## src/rtl/spi_pkg.sv

```systemverilog
// Shared SPI definitions: responder FSM encoding and bus mode constants.
package spi_pkg;

    typedef enum logic [1:0] {
        IDLE   = 2'd0,
        ACTIVE = 2'd1,
        DONE   = 2'd2
    } state_t;

    localparam logic CPOL = 1'b0;
    localparam logic CPHA = 1'b0;

endpackage

```

## src/rtl/spi_sync_edge.sv

```systemverilog
// Multi-stage synchronizer for one asynchronous pin with registered rise/fall strobes.
module spi_sync_edge #(
    parameter int   STAGES    = 2,
    parameter logic RST_LEVEL = 1'b0
) (
    input  logic clk,
    input  logic rst,
    input  logic din,
    output logic dout,
    output logic rise,
    output logic fall
);

    logic [STAGES-1:0] sync_r;
    logic              dly_r;
    // Fills with ones after reset; strobes stay masked until the preset levels have
    // flushed out, so a pin already at its active level is not reported as an edge.
    logic [STAGES:0]   prime_r;

    assign dout = sync_r[STAGES-1];

    // Synchronizer chain, edge-detect delay flop and registered strobes.
    always_ff @(posedge clk) begin
        if (rst) begin
            sync_r  <= {STAGES{RST_LEVEL}};
            dly_r   <= RST_LEVEL;
            prime_r <= '0;
            rise    <= 1'b0;
            fall    <= 1'b0;
        end else begin
            sync_r  <= {sync_r[STAGES-2:0], din};
            dly_r   <= sync_r[STAGES-1];
            prime_r <= {prime_r[STAGES-1:0], 1'b1};
            rise    <= prime_r[STAGES] &  sync_r[STAGES-1] & ~dly_r;
            fall    <= prime_r[STAGES] & ~sync_r[STAGES-1] &  dly_r;
        end
    end

endmodule

```

## src/rtl/spi_slave.sv

```systemverilog
// SPI mode-0 responder: oversampled pins, one WIDTH-bit word in and out per frame.
module spi_slave
    import spi_pkg::*;
#(
    parameter int WIDTH       = 13,
    parameter int SYNC_STAGES = 2
) (
    input  logic             clk,
    input  logic             rst,
    input  logic             sclk,
    input  logic             cs_n,
    input  logic             mosi,
    output logic             miso,
    output logic             miso_oe,
    input  logic [WIDTH-1:0] tx_dat,
    output logic [WIDTH-1:0] rx_dat,
    output logic             rx_valid,
    output logic             frame_err,
    output logic             busy
);

    localparam int CW = $clog2(WIDTH + 1);

    logic             sclk_rise_s;
    logic             sclk_fall_s;
    logic             cs_rise_s;
    logic             cs_fall_s;
    logic             mosi_s;
    state_t           state_r;
    logic [WIDTH-1:0] tx_shift_r;
    logic [WIDTH-1:0] rx_shift_r;
    logic [WIDTH-1:0] rx_next_s;
    logic [CW-1:0]    cnt_r;

    spi_sync_edge #(.STAGES(SYNC_STAGES), .RST_LEVEL(1'b0)) u_sync_sclk (
        .clk(clk), .rst(rst), .din(sclk), .dout(), .rise(sclk_rise_s), .fall(sclk_fall_s)
    );

    spi_sync_edge #(.STAGES(SYNC_STAGES), .RST_LEVEL(1'b1)) u_sync_cs (
        .clk(clk), .rst(rst), .din(cs_n), .dout(), .rise(cs_rise_s), .fall(cs_fall_s)
    );

    spi_sync_edge #(.STAGES(SYNC_STAGES), .RST_LEVEL(1'b0)) u_sync_mosi (
        .clk(clk), .rst(rst), .din(mosi), .dout(mosi_s), .rise(), .fall()
    );

    assign rx_next_s = {rx_shift_r[WIDTH-2:0], mosi_s};

    // Frame FSM with all pin-side and word-side outputs registered.
    always_ff @(posedge clk) begin
        if (rst) begin
            state_r    <= IDLE;
            tx_shift_r <= '0;
            rx_shift_r <= '0;
            cnt_r      <= '0;
            miso       <= 1'b0;
            miso_oe    <= 1'b0;
            rx_dat     <= '0;
            rx_valid   <= 1'b0;
            frame_err  <= 1'b0;
            busy       <= 1'b0;
        end else begin
            rx_valid  <= 1'b0;
            frame_err <= 1'b0;
            case (state_r)
                IDLE: begin
                    if (cs_fall_s) begin
                        tx_shift_r <= tx_dat;
                        cnt_r      <= '0;
                        miso       <= tx_dat[WIDTH-1];
                        miso_oe    <= 1'b1;
                        busy       <= 1'b1;
                        state_r    <= ACTIVE;
                    end else begin
                        miso    <= 1'b0;
                        miso_oe <= 1'b0;
                        busy    <= 1'b0;
                    end
                end
                ACTIVE: begin
                    // A final rise coinciding with deselect still completes the word.
                    if (sclk_rise_s && (cnt_r == CW'(WIDTH - 1))) begin
                        rx_shift_r <= rx_next_s;
                        cnt_r      <= cnt_r + CW'(1);
                        rx_dat     <= rx_next_s;
                        rx_valid   <= 1'b1;
                        miso       <= 1'b0;
                        if (cs_rise_s) begin
                            miso_oe <= 1'b0;
                            busy    <= 1'b0;
                            state_r <= IDLE;
                        end else begin
                            state_r <= DONE;
                        end
                    end else if (cs_rise_s) begin
                        frame_err <= 1'b1;
                        miso      <= 1'b0;
                        miso_oe   <= 1'b0;
                        busy      <= 1'b0;
                        state_r   <= IDLE;
                    end else if (sclk_rise_s) begin
                        rx_shift_r <= rx_next_s;
                        cnt_r      <= cnt_r + CW'(1);
                    end else if (sclk_fall_s && (cnt_r < CW'(WIDTH))) begin
                        tx_shift_r <= tx_shift_r << 1;
                        miso       <= tx_shift_r[WIDTH-2];
                    end else begin
                        state_r <= ACTIVE;
                    end
                end
                DONE: begin
                    miso <= 1'b0;
                    if (cs_rise_s) begin
                        miso_oe <= 1'b0;
                        busy    <= 1'b0;
                        state_r <= IDLE;
                    end else begin
                        state_r <= DONE;
                    end
                end
                default: begin
                    miso    <= 1'b0;
                    miso_oe <= 1'b0;
                    busy    <= 1'b0;
                    state_r <= IDLE;
                end
            endcase
        end
    end

endmodule

```

## config.mk

```make
export PLATFORM = sky130hd
export DESIGN_NAME = spi_slave
export DESIGN_NICKNAME = d
export VERILOG_FILES = /design/src/rtl/spi_pkg.sv /design/src/rtl/spi_sync_edge.sv /design/src/rtl/spi_slave.sv
export SDC_FILE = /design/constraint.sdc
export NUM_CORES = 1
export LEC_CHECK = 0
export ABC_AREA = 1
export CORE_ASPECT_RATIO = 0.5
export CORE_MARGIN = 2
export CORE_UTILIZATION = 48
export DETAILED_ROUTE_END_ITERATION = 7
export PLACE_DENSITY_LB_ADDON = 0.15
export SETUP_SLACK_MARGIN = 0.3
export SLEW_MARGIN = 5
export SYNTH_ARGS = -nofsm -noshare
export SYNTH_HDL_FRONTEND = slang
export SYNTH_SLANG_ARGS = --single-unit
```

## constraint.sdc

```tcl
create_clock -name clk -period 1.7 [get_ports clk]
set_input_delay 0.34 -clock clk [delete_from_list [all_inputs] [get_ports clk]]
set_output_delay 0.34 -clock clk [all_outputs]
set_load 0.01 [all_outputs]
```

==> results of run 1 <==
## power by group
group / internal [mW] / switching (mW)
Combinational: 0.605 / 0.734
Sequential: 1.53 / 0.0533
Clock: 0.716 / 0.571
## layout make-up
class,instances,area (um^2)
clock buffers,11,141
repair buffers,61,563
well taps,70,87.6
repair inverters,2,12.5
clock inverters,5,58.8
multi-input cells,218,1290
fillers,394,1410
inverters,49,211
flip-flops and latches,62,1250
## sequential cells by signal, indices dropped and copies added, names as in the netlist
name	count
u_sync_sclk.prime_r	2
frame_err	1
u_sync_cs.sync_r	2
busy	1
u_sync_cs.dly_r	1
u_sync_cs.rise	1
u_sync_sclk.dly_r	1
u_sync_cs.prime_r	1
tx_shift_r	12
u_sync_mosi.sync_r	2
miso	1
rx_dat	13
cnt_r	4
rx_valid	1
u_sync_sclk.rise	1
state_r	2
rx_shift_r	12
u_sync_cs.fall	1
u_sync_sclk.fall	1
u_sync_sclk.sync_r	2
## path summary, 6_finish.rpt
kind                                             from                    end  slack (ns)
worst max-delay path                       state_r[1]                   miso        0.26
worst min-delay path            u_sync_sclk.sync_r[0]  u_sync_sclk.sync_r[1]        0.40
worst max register to register             state_r[1]                   miso        0.26
worst min register to register  u_sync_sclk.sync_r[0]  u_sync_sclk.sync_r[1]        0.40
## stage by stage
| stage | worst slack (ns) | TNS [ns] | power (mW) |
|---|---|---|---|
| 2_1_floorplan | 0.307 | 0 | 2.15 |
| 3_3_place_gp | -0.0825 | -0.690 | 2.52 |
| 5_1_grt | 0.172 | 0 | 4.44 |
| 4_1_cts | 0.255 | 0 | 4.05 |
| 3_5_place_dp | -0.161 | -1.37 | 2.54 |
| 6_report | 0.257 | 0 | 4.21 |
## worst register-to-register path, delay by kind of cell, from the launching register on
kind / cells / cell delay (ns)
AO/OA/AOI/OAI: 2 / 0.37
flip-flops: 1 / 0.34
adder cells (fa/ha/maj): 1 / 0.16
AND/OR/NAND/NOR: 3 / 0.26
buffers and inverters: 3 / 0.25
## metal layers
metal  vias up  global-route usage  part of all wire
li1       1199                   -                 -
met1      1106               0.260              0.44
met2        53               0.324              0.49
met3        15              0.0838             0.048
met4         0              0.0761             0.017
met5         -                   0                 0
## logic make-up (layout without fill, tap and decap cells)
| family | Yosys count | count (layout) |
|---|---|---|
| DFF | 62 | 62 |
| xor gates and xnor gates | 2 | 2 |
| buffers and inverters | 64 | 128 |
| and+or+nand+nor | 139 | 141 |
| adders and majority gates | 6 | 6 |
| AOI/OAI and AO/OA | 69 | 69 |
## placed cells by master (no fill, tap or decap), drive strengths merged
cell type and instances:
xnor2 1, bufinv 1, clkinv 3, clkinvlp 2, inv 50, clkbuf 11, buf 26, or2 2
nand2 62, nand3 18, nor2 54, o21bai 1, xor2 1, ha 6, nor4 1, nand3b 2
nor3 2, o21ai 38, a21oi 30, dfxtp 62, clkdlybuf4s50 17, dlygate4sd2 18
## what timing repair did
action,4_1_cts,5_1_grt
setup buffers,7,2
resized for setup,72,38
setup endpoints to repair,62,43
cloned,2,2
pin swaps,15,17
==> run metrics, run 1 <==
Non-Filler Instances 478; clock sinks 62; largest family of logic cells by synthesized area simple AND/OR/NAND/NOR gates; Main synth FF type dfxtp_1; gpl congestion 0.841; share of cells above drive strength 1 0.245; Leak Pwr 1.66 nW; final setup fails 0; worst-path fanout max 4; antenna diode count 0; via count 2,373; design area 3610 um^2; max-slew violations 0; crit-path max cell delay 0.34 ns; Post-Place Cell Area 3040 um^2; clk_lat worst skew 0.34 ns; initial antenna violation count 0; leading area contributor after synthesis dfxtp_1; site row count 18; P&R area growth vs syn 41.6%; status finished, final reports clean; final routed DRC violation total 0; top-count cell post-synth dfxtp_1; Worst VDD drop 497 uV; mux cell area share after synthesis 0; grt ovf 0; RSZ-0062 raised after global routing true; final cell utilization of the core 0.719; Routed WL per cell 13.0 um; YS warnings 0; die area 5950 um^2; PD cells 1170 nW/um^2; Pre-antenna DRT Iters 4; Compound-Gate Fraction of Synth Area 0.136; Seq/Total Area, Yosys 0.487; cell area after synthesis 2550 um^2; final wirelength 6.22 mm; gr usage total 0.208; Synth Instances 342; Crit path depth 9; worst-path cell chain inv_4, ha_4, inv_4, buf_6, nor2_4, o21ai_0, o21ai_0, nor2_1, nor2_1; clock root buffer clkbuf_8; Die Span Y 55.5 um; synth top area cells dfxtp_1 49%, nand2_1 7.9%, nor2_1 7.7%, inv_1 6.8%, o21ai_0 6.1%; EDFF count, synth 0; Worst R2R Path Depth 9; MaxCap Viol Count 0; DP Wirelength 3.45 mm; simple-gate share of the synthesized area 0.232; initial drt markers 154; initial core utilization 0.508; ANT nets after route 0; Critical path buffers and inverters 3; Synth top cells by count 62 x dfxtp_1, 54 x nand2_1, 52 x nor2_1; CTS hold repair buffers 0; Syn Nets 366; Max Freq 693 MHz; number of cells on the worst hold path 2; Worst Path Required 1.98 ns; Top delay family on crit path compound AO/OA/AOI/OAI gates; Vias/cell 4.96; slew margin rel. 0.763; Reg clk slew, reported paths 0.07 ns; fin crit share 0.849; asr flop ratio synth 0; Worst path slowest cell dfxtp_2; DIE WIDTH 107 um; CTS tree done; Worst Path Arrival 1.72 ns; Final Hold Slack 0.404 ns; post-synth cell types 24; Hold/Removal Path Class reg -> reg; number of global-route vias before repair 2,190; largest net degree at the start of global routing 46; port buffer count 35; # nets final 427; xor and xnor area share after synthesis 0.00687; Critical Path End Type flip-flop; critical setup path kind reg -> reg; synthesized area per cell 7.46 um^2; io pins 36; min Tclk post-route 1.44 ns; core box area 5020 um^2; H-tree depth 3; CTS Buf Count 9; share of the synthesized area in the top cell type 0.487; global-route wire length before repair 9.67 mm; Seq cells post-synth 62; Synth Area in Adders 0.0294; placed insts 449; Worst Skew 0.00882 ns; Critical Path Start Type flip-flop; Final Hold Fails 0; maximum buffer depth of the clock tree 2; Least-Margin Pin Slew 0.352 ns
Power figures use the tool's default switching activity.
==> run 2, diff against run 1 <==
==> constraint.sdc (replaced) <==
create_clock -name clk -period 1.33 [get_ports clk]
set_input_delay 0.266 -clock clk [delete_from_list [all_inputs] [get_ports clk]]
set_output_delay 0.266 -clock clk [all_outputs]
set_load 0.01 [all_outputs]
==> run 2 against run 1 <==
- the run now ends with negative setup slack left
- worst hold slack is essentially flat
- power grew 32%
- routed wire length grew 9.1%
- clock power grew 54%
- critical path type unchanged
==> run metrics, run 2 (synthesis gave the netlist of run 1 again) <==
status finished with violations; failing checks negative setup slack; commonest cells after routing, fill and taps aside 45 x nand2_1, 42 x dfxtp_1, 39 x inv_1; reg2reg start state_r[1]; Critical Path End Type flip-flop; max-slew violations 0 (unchanged); site row count 18 (unchanged); Hold/Removal Path Class reg -> reg; most common cell after layout, fill and taps aside nand2_1; biggest regs rx_dat: 13 flops, rx_shift_r: 12 flops, tx_shift_r: 12 flops; worst-path fanout max 5 (+1); r2r setup slk -0.12 ns (-0.38 ns); initial core utilization 0.508 (unchanged); Routed WL per cell 13.8 um (+6.2%); clock root buffer clkbuf_8; MaxCap Viol Count 0 (unchanged); final wirelength 6.78 mm (+9.1%); Pre-antenna DRT Iters 4 (unchanged); H-tree depth 3 (unchanged); P&R area growth vs syn 59.3%; Least-Margin Pin Slew 0.382 ns (+0.0301 ns); hold endpoint u_sync_cs.prime_r[2]; min Tclk post-route 1.45 ns (+0.0115 ns); ANT nets after route 0 (unchanged); area used by multi-input combinational logic 1480 um^2 (+15%); initial antenna violation count 0 (unchanged); via count 2,415 (+1.8%); final setup fails 37 (+37); final setup TNS -2.36 ns (-2.36 ns); r2r endpoint tx_shift_r[2]; gr usage total 0.191 (-0.0170); final routed DRC violation total 0 (unchanged); grt ovf 0 (unchanged); largest net degree at the start of global routing 27 (-41%); initial drt markers 95 (-38%); slew margin rel. 0.745 (-0.0176); core box area 5020 um^2 (unchanged); antenna diode count 0 (unchanged); Reg clk slew, reported paths 0.07 ns (about the same); share of cells above drive strength 1 0.466 (+0.220); final setup margin -0.125 ns (-0.381 ns); fin crit share 1.09 (+0.245); clock sinks 62 (unchanged); gpl congestion 0.798 (-5.1%); Max Freq 687 MHz (-0.79%); Critical Path Start Type flip-flop; die area 5950 um^2 (unchanged); Die Span Y 55.5 um (unchanged); PD cells 1360 nW/um^2 (+17%); Non-Filler Instances 491 (+2.7%); Sequential Area 1280 um^2 (+2.2%); hold path start u_sync_sclk.prime_r[1]; RSZ-0062 raised after global routing true; Vias/cell 4.92 (-0.92%); Worst VDD drop 830 uV (+67%); filler cell count in the final layout 309 (-22%); maximum buffer depth of the clock tree 2 (unchanged); number of global-route vias before repair 2,110 (-3.7%); most flop-heavy register rx_dat; global-route wire length before repair 8.89 mm (-8.1%); Leak Pwr 1.71 nW (+2.8%); placed insts 455 (+1.3%); DP Wirelength 3.56 mm (+3.0%); port buffer count 35 (unchanged); Largest register FFs 13 (unchanged); Worst Path Arrival 1.69 ns (-0.03 ns); CTS tree done; Worst Path Required 1.57 ns (-0.41 ns); DIE WIDTH 107 um (unchanged); io pins 36 (unchanged); Worst R2R Path Depth 10 (+1); CTS Buf Count 9 (unchanged); number of cells on the worst hold path 2 (unchanged); clk_lat worst skew 0.34 ns (about the same); critical setup path kind reg -> reg; Final Hold Fails 0 (unchanged); Worst Skew 0.0113 ns (+0.00246 ns); # nets final 440 (+3.0%)
## run 2: cell types whose count changed in the layout (fill, tap and decap cells not counted), sizes merged, moves of 2 or more
cell         previous run  this run
buf                    26        56
dlygate4sd2            18         0
clkbuf                 11        14
inv                    50        48
bufinv                  1         3
## run 2: through the flow
stage	worst slack (ns)	hold WS [ns]	total power, mW	instance area, um^2	util
3_5_place_dp	-0.0684	0.395	3.26	3190	0.635
3_3_place_gp	-0.0127	0.390	3.22	3190	0.635
4_1_cts	-0.0486	0.405	5.34	3520	0.701
2_1_floorplan	0.0484	0.345	2.88	2670	-
6_report	-0.125	0.404	5.54	4060	0.809
5_1_grt	-0.184	0.432	5.83	4060	0.809
## run 2: power by group
group / leakage, nW / total, mW / internal [mW] / switching (mW)
clock network: 0.112 / 1.99 / 1.24 / 0.744
logic: 1.09 / 1.52 / 0.665 / 0.855
registers: 0.514 / 2.04 / 1.95 / 0.0839
## run 2: how the worst max path moves through the flow
stage,from,to,depth (start not counted),slack [ns]
floorplan,state_r[1],tx_shift_r[6],11,0.05
global placement,rst,rx_dat[5],5,-0.01
detailed placement,state_r[1],state_r[0],11,-0.07
CTS,state_r[1],tx_shift_r[9],10,-0.05
global route,state_r[0],tx_shift_r[2],9,-0.18
finish,state_r[1],tx_shift_r[2],10,-0.12
## run 2: final cells by class
cell class | count | share of cell area
clock buffers | 10 | 0.0314
repair buffers | 77 | 0.194
multi-input cells | 217 | 0.363
inverters | 49 | 0.0484
well taps | 70 | 0.0216
clock inverters | 6 | 0.0271
flip-flops and latches | 62 | 0.314
## run 2: routing by layer
layer	GRT usage	up-vias	wire length, um
met3	0.0697	8	306
met5	0	-	0
met1	0.229	1141	2970
met4	0.0742	0	48
met2	0.313	46	3460
li1	-	1220	-
## run 2: critical path, cell delays in order (launching register included)
cell and delay, ns:
dfxtp_2 0.33, inv_4 0.07, ha_4 0.18, inv_4 0.06, nand2_2 0.05, nand2_2 0.07, nor2_4 0.20, a21oi_4 0.10
buf_6 0.15, nor2_2 0.09, nor2_1 0.05
## run 2: what timing repair did
action | CTS | global route
endpoints found under the setup margin | 65 | 65
pin swaps | 8 | 20
gates resized for setup | 119 | 96
buffers inserted | 3 | 12
endpoints found under the hold margin | 0 | 0
hold buffers | 0 | 0
cloned | 0 | 5
